`src/rtl/bcd_serial_add_ctrl.sv`:
```
// Multi-digit packed-BCD adder that reuses one digit add-and-adjust slice,
// least-significant digit first, with a start/busy/done handshake.
module bcd_serial_add_ctrl #(
   parameter int DIGITS = 4
) (
   input  logic                clk,
   input  logic                rst_n,
   input  logic                start_i,
   input  logic [4*DIGITS-1:0] a_i,
   input  logic [4*DIGITS-1:0] b_i,
   input  logic                cin_i,
   output logic                busy_o,
   output logic                done_o,
   output logic [4*DIGITS-1:0] sum_o,
   output logic                cout_o,
   output logic                err_o
);
   localparam int W  = 4 * DIGITS;
   localparam int CW = (DIGITS > 1) ? $clog2(DIGITS) : 1;

   typedef enum logic [1:0] {IDLE, ADD, DONE} state_t;

   state_t          state_q, state_d;
   logic [W-1:0]    a_q, b_q, res_q, sum_q;
   logic [CW-1:0]   cnt_q;
   logic            carry_q, werr_q, cout_q, err_q;

   logic [4:0]      t;
   logic            gt9, nib_bad, last;
   logic [3:0]      dig;
   logic [W-1:0]    res_d;

   // Shared single-digit slice: operates on the low nibble of the shift registers.
   always_comb begin
      t       = {1'b0, a_q[3:0]} + {1'b0, b_q[3:0]} + {4'b0, carry_q};
      gt9     = (t > 5'd9);
      dig     = gt9 ? (t[3:0] + 4'd6) : t[3:0];
      nib_bad = (a_q[3:0] > 4'd9) || (b_q[3:0] > 4'd9);
      last    = (cnt_q == CW'(DIGITS - 1));
      res_d   = (res_q >> 4) | (W'(dig) << (W - 4));
   end

   always_ff @(posedge clk or negedge rst_n) begin
      if (!rst_n) state_q <= IDLE;
      else        state_q <= state_d;
   end

   always_comb begin
      state_d = state_q;
      case (state_q)
         IDLE:    if (start_i) state_d = ADD;
         ADD:     if (last)    state_d = DONE;
         DONE:                 state_d = IDLE;
         default:              state_d = IDLE;
      endcase
   end

   always_comb begin
      busy_o = (state_q != IDLE);
      done_o = (state_q == DONE);
   end

   always_ff @(posedge clk or negedge rst_n) begin
      if (!rst_n) begin
         a_q     <= '0;
         b_q     <= '0;
         res_q   <= '0;
         sum_q   <= '0;
         cnt_q   <= '0;
         carry_q <= 1'b0;
         werr_q  <= 1'b0;
         cout_q  <= 1'b0;
         err_q   <= 1'b0;
      end else begin
         case (state_q)
            IDLE: if (start_i) begin
               a_q     <= a_i;
               b_q     <= b_i;
               carry_q <= cin_i;
               cnt_q   <= '0;
               werr_q  <= 1'b0;
            end
            ADD: begin
               a_q     <= a_q >> 4;
               b_q     <= b_q >> 4;
               carry_q <= gt9;
               res_q   <= res_d;
               werr_q  <= werr_q | nib_bad;
               cnt_q   <= cnt_q + 1'b1;
               // Visible results only move on the edge that enters DONE.
               if (last) begin
                  sum_q  <= res_d;
                  cout_q <= gt9;
                  err_q  <= werr_q | nib_bad;
               end
            end
            default: ;
         endcase
      end
   end

   assign sum_o  = sum_q;
   assign cout_o = cout_q;
   assign err_o  = err_q;
endmodule

```
`config.mk`:
```
export PLATFORM = sky130hd
export DESIGN_NAME = bcd_serial_add_ctrl
export DESIGN_NICKNAME = d
export VERILOG_FILES = /design/src/rtl/bcd_serial_add_ctrl.sv
export SDC_FILE = /design/constraint.sdc
export NUM_CORES = 1
export LEC_CHECK = 0
export ABC_AREA = 1
export BUFFER_PORTS_ARGS = -buffer_cell sky130_fd_sc_hd__buf_2
export CAP_MARGIN = 5
export CORE_ASPECT_RATIO = 0.9
export CORE_MARGIN = 1.5
export CORE_UTILIZATION = 30
export DETAILED_ROUTE_END_ITERATION = 6
export PLACE_DENSITY = 0.6
export SYNTH_ARGS = -nofsm -noshare
export SYNTH_HDL_FRONTEND = slang
export SYNTH_SLANG_ARGS = --single-unit
```
`constraint.sdc`:
```
create_clock -name clk -period 2.2 [get_ports clk]
set_input_delay 0.44 -clock clk [delete_from_list [all_inputs] [get_ports clk]]
set_output_delay 0.44 -clock clk [all_outputs]
set_load 0.02 [all_outputs]
```
==> impl_metrics.tcl, run 1 <==
set metrics [dict create \
    outcome "complete, no violations" \
    finalSetupViolCount 0 \
    fin_skew_ns 0.00550 \
    dieArea_sq_mm 0.0108 \
    crit_chain "fa_2 > fa_2 > inv_2 > ha_4 > a21oi_2 > nand2_2 > nand2_4 > nand2_2 > nand3_2 > nand2_1" \
    finalCritPeriodShare 0.992 \
    insertion_delay_ns 0.32 \
    clock.fmax_mhz 458 \
    whs_ns 0.138 \
    routed_via_density 4.55 \
    critPathTopFamily "adder cells" \
    critPathMaxFanout 5 \
    hold_viol 0 \
    max_cap_violations 0 \
    worst_ep_required_time_ns 2.41 \
    fp.dieW_um 109 \
    placed_cell_area_sq_mm 0.00348 \
    power.leakage_nw 1.92 \
    wire_per_inst_um 12.3 \
    rsz0062_at_grt "true" \
    numClockSinks 68 \
    synth_commonest_cells "94 x nand2_1, 68 x dfrtp_1, 37 x o21ai_0" \
    period_needed_ns 2.18 \
    cts_tree "yes" \
    critPathCaptureType "flip-flop" \
    path_class "flip-flop to flip-flop" \
    clk_pin_slew_worst_paths_ns 0.05 \
    initial_utilization 0.313 \
    ant_nets 0 \
    grt-ovfl-total 0 \
    avgSynthCellArea_sq_um 9.03 \
    core.rowCount 34 \
    hold_buffers 0 \
    grt_pass1_vias 2399 \
    synth_edf_count 0 \
    synth_area_leader_cell "dfrtp_1" \
    grt_pass1_wl_um 11300 \
    port-buffer-count 55 \
    dp_hpwl_um 4470 \
    dp_slack_ns -0.0715 \
    htreeDepth 3 \
    ys_ff_latch 68 \
    cpMaxStageDelayCell "fa_2" \
    ys_seq_area_frac 0.556 \
    slew_headroom 0.578 \
    syn_area_sq_mm 0.00306 \
    synth_cells 339 \
    post-route-util 0.395 \
    antenna_found_initial 0 \
    hold_class "input port to asynchronous set/reset pin" \
    path_buf_inv 1 \
    dr.pass1.iters 4 \
    grt_usage 0.134 \
    root_buffer "clkbuf_16" \
    final_area_sq_mm 0.00387 \
    antenna_cells 0 \
    top_level_ports 56 \
    dr.first_iter.drc_count 148 \
    fin_nets 445 \
    synthFlopType "dfrtp_1" \
    cp.arrival_ns 2.39 \
    drc 0 \
    syn-num-nets 382 \
    setup_slack_ns 0.0166 \
    area_delta_synth_final_pct 26.3 \
    async_flop_share 1.00 \
    clockBufferDepth 2 \
    gp_congestion 0.790 \
    ir_drop_mv 0.748 \
    crit_path_max_incr_delay_ns 0.56 \
    final_max_slew_viol_count 0 \
    synth_warnings 0 \
    tightestPinTransition_ns 0.633 \
    yosysTopAreaCellShare 0.556 \
    vias 2415 \
    power.total_mw 7.60 \
    totalWireLength_um 6510 \
    synth_most_common_cell "nand2_1" \
    critPathLaunchType "flip-flop" \
    cellPowerDensity_mw_per_mm2 1970 \
    ys_types 20 \
    drive_above_1_share 0.264 \
    synth.area.top_cells "dfrtp_1 56%, nand2_1 12%, o21ai_0 6.0%" \
    grt_max_degree 38 \
    numCtsBuffers 9 \
    die_h_um 98.8 \
    core_area_sq_mm 0.00978 \
]
-- stage by stage --
stage | std cells | TNS (ns)
after global routing | 531 | -0.416
after CTS | 530 | -0.119
final | 531 | 0
after floorplan | 339 | 0
after global placement | 515 | 0
after detailed placement | 515 | -0.291
-- final timing paths --
check | cells after the start | start | slack [ns] | to
max reg2reg | 10 | a_q[0] | 0.02 | res_q[14]
max in group asynchronous | 2 | rst_n | 1.46 | res_q[15]
min reg2reg | 2 | sum_o[11] | 0.47 | sum_o[11]
min in group clk | 2 | a_i[14] | 0.34 | a_q[14]
min | 1 | rst_n | 0.14 | sum_o[4]
max | 10 | a_q[0] | 0.02 | res_q[14]
-- power by group --
part | leakage, nW | internal [mW] | switching [mW] | total (mW)
clock network | 0.154 | 0.987 | 0.482 | 1.47
logic | 0.931 | 1.53 | 2.36 | 3.89
registers | 0.837 | 1.87 | 0.366 | 2.24
total | 1.92 | 4.39 | 3.20 | 7.60
-- registers in the layout, indices dropped and copies added (netlist names) --
signal   flops
cout_o       1
a_q         16
b_q         16
state_q      2
err_o        1
carry_q      1
werr_q       1
res_q       12
sum_o       16
cnt_q        2
-- kinds of logic after synthesis --
group | Yosys count | share of synthesized area
AND/OR/NAND/NOR | 141 | 0.192
AO/OA/AOI/OAI | 84 | 0.151
flip-flops | 68 | 0.556
buffers and inverters | 39 | 0.0674
adder cells (fa/ha/maj) | 7 | 0.0335
-- area by class of cell --
type,count,area [sq um]
flip-flops and latches,68,1700
repair buffers,68,385
multi-input cells,232,1220
clock buffers,13,280
inverters,23,87.6
well taps,126,158
fillers,1017,5920
clock inverters,1,30.0
-- metal layers --
layer	track usage	wire length, um
met2	0.201	2860
met5	0	0
met3	0.0430	300
met1	0.183	3290
met4	0.0450	66
-- cell usage in the layout (no fill, tap or decap), drive strengths merged, types with 9 or more instances in the layout --
| cell | n |
|---|---|
| a21oi | 28 |
| a22o | 9 |
| buf | 68 |
| clkbuf | 13 |
| dfrtp | 68 |
| inv | 22 |
| nand2 | 94 |
| nand3 | 16 |
| nor2 | 31 |
| o21ai | 47 |
-- timing repair --
| item | CTS | global route |
|---|---|---|
| resized for setup | 14 | 4 |
| setup endpoints to repair | 7 | 8 |
| pin swaps | 5 | 4 |
| buffers inserted | 1 | 1 |
Power figures use the tool's default switching activity.
==> run 2, diff against run 1 <==
Settings changed: CTS_BUF_LIST set to sky130_fd_sc_hd__clkbuf_8, SETUP_SLACK_MARGIN set to 0.2.
==> run 2 against run 1 <==
  * The flow now finishes with violations (setup timing)
  * First-iteration DRC count decreased by 11%
  * Register-to-register slack got worse by 0.08 ns
  * Core utilization decreased by 0.95 points
  * Final cell count increased by 0.19%
  * Non-clock buffer count decreased by 1
  * Sequential power about the same
  * Clock power decreased by 19%
  * Via count increased by 1.4%
  * Highest routed layer unchanged
  * Critical endpoint is now res_q[15]
  * Sequential share of layout area increased by 1.1 points
  * Worst hold slack got worse by 0.043 ns
  * Worst setup slack got worse by 0.082 ns
  * Critical path depth increased by 1
==> impl_metrics.tcl, run 2 (synthesized netlist as in run 1, its figures left out) <==
set metrics [dict create \
    htreeDepth 3 \
    critPathCaptureType "flip-flop" \
    met3_length_um 428 \
    grt-ovfl-total 0 \
    grt_pass1_wl_um 11800 \
    insertion_delay_ns 0.34 \
    violations "setup timing" \
    fin_nets 444 \
    grt_usage 0.138 \
    dpl.cell_count 511 \
    hold_viol 0 \
    dp_hpwl_um 4350 \
    antenna_cells 0 \
    final_max_slew_viol_count 0 \
    critPathLaunchType "flip-flop" \
    port-buffer-count 55 \
    fp.dieW_um 109 \
    hold_class "input port to asynchronous set/reset pin" \
    dieArea_sq_mm 0.0108 \
    numCtsBuffers 9 \
    core_area_sq_mm 0.00978 \
    dr.pass1.iters 4 \
    grt_pass1_vias 2472 \
    cp.arrival_ns 2.50 \
    totalWireLength_um 6660 \
    cellPowerDensity_mw_per_mm2 1930 \
    cts_tree "yes" \
    fin_skew_ns 0.0105 \
    finalCritPeriodShare 1.03 \
    wl_met2_um 2910 \
    tightestPinTransition_ns 0.499 \
    die_h_um 98.8 \
    power.total_mw 7.29 \
    final_common_cell "nand2_1" \
    final_cells 532 \
    drc 0 \
    ant_nets 0 \
    core.rowCount 34 \
    critPathMaxFanout 3 \
    gp_congestion 0.712 \
    wl_met1_um 3230 \
    grt_max_degree 69 \
    post-route-util 0.386 \
    top_level_ports 56 \
    hold_buffers 0 \
    path_class "flip-flop to flip-flop" \
    ir_drop_mv 0.652 \
    max_cap_violations 0 \
    numClockSinks 68 \
    clk_pin_slew_worst_paths_ns 0.08 \
    period_needed_ns 2.26 \
    outcome "finished, violations left" \
    rr_worst_depth 11 \
    routed_via_density 4.61 \
    area_delta_synth_final_pct 23.3 \
    top_layer "met4" \
    worst_ep_required_time_ns 2.43 \
    wire_per_inst_um 12.5 \
    finalSetupViolCount 8 \
    final_cell_mix "86 x nand2_1, 68 x dfrtp_1, 55 x buf_2" \
    drive_above_1_share 0.264 \
    antenna_found_initial 0 \
    power.leakage_nw 1.87 \
    initial_utilization 0.313 \
    dr.first_iter.drc_count 131 \
    slew_headroom 0.667 \
    root_buffer "clkbuf_8" \
    clockBufferDepth 2 \
    vias 2450 \
    rsz0062_at_grt "true" \
    clock.fmax_mhz 442 \
    setup_slack_ns -0.0649 \
]
run 2: cell count changes in the layout (fill, tap and decap cells not counted), sizes merged:
cell and change:
bufinv +1, clkbuf -2, buf -1, clkinvlp +2
clkinv +1
run 2: per-layer routing:
| metal | track usage | vias up |
|---|---|---|
| met5 | 0 | - |
| met1 | 0.188 | 1145 |
| li1 | - | 1231 |
| met4 | 0.0450 | 0 |
| met3 | 0.0450 | 12 |
| met2 | 0.207 | 62 |
run 2: report_power, final:
group / leakage [nW] / internal [mW] / switching [mW] / total [mW]
combinational: 0.926 / 1.52 / 2.35 / 3.87
sequential: 0.837 / 1.87 / 0.363 / 2.23
clock: 0.112 / 0.702 / 0.485 / 1.19
run 2: layout make-up:
| cell class | count | area [sq um] |
|---|---|---|
| multi-input combinational | 232 | 1210 |
| tap | 126 | 158 |
| sequential | 68 | 1700 |
| inverter | 23 | 87.6 |
| timing repair buffer | 67 | 378 |
| clock inverter | 5 | 83.8 |
| fill | 1047 | 6010 |
| clock buffer | 11 | 151 |
run 2: critical path, cell delays in order, from the launching register on:
cell     delay (ns)
dfrtp_1        0.41
fa_2           0.42
fa_2           0.61
inv_2          0.06
ha_4           0.16
buf_4          0.12
nand3_1        0.08
nand2_1        0.08
nand2_2        0.08
nand2_2        0.06
nand2_2        0.05
nand2_1        0.05
run 2: worst paths after layout:
path	from	to	slack [ns]
min in group clk	b_i[15]	b_q[15]	0.32
worst max register to register	a_q[0]	res_q[15]	-0.06
max in group asynchronous	rst_n	b_q[3]	1.79
worst min register to register	cout_o	cout_o	0.47
worst min-delay path	rst_n	sum_o[2]	0.09
worst max-delay path	a_q[0]	res_q[15]	-0.06
run 2: what timing repair did:
action | in CTS | in global routing
resized for setup | 6 | 5
pin swaps | 2 | 5
endpoints found under the setup margin | 8 | 8
gates cloned | 0 | 0
buffers inserted | 5 | 0
run 2: metrics by stage:
step | setup slack [ns] | setup TNS (ns) | hold WS, ns | instance area [sq um]
after floorplan | 0.0884 | 0 | 0.144 | 3090
after global placement | 0.0212 | 0 | 0.459 | 3460
after detailed placement | -0.0484 | -0.216 | 0.460 | 3460
after CTS | -0.0145 | -0.0248 | 0.113 | 3760
after global routing | -0.171 | -1.22 | 0.115 | 3770
final | -0.0649 | -0.416 | 0.0950 | 3770
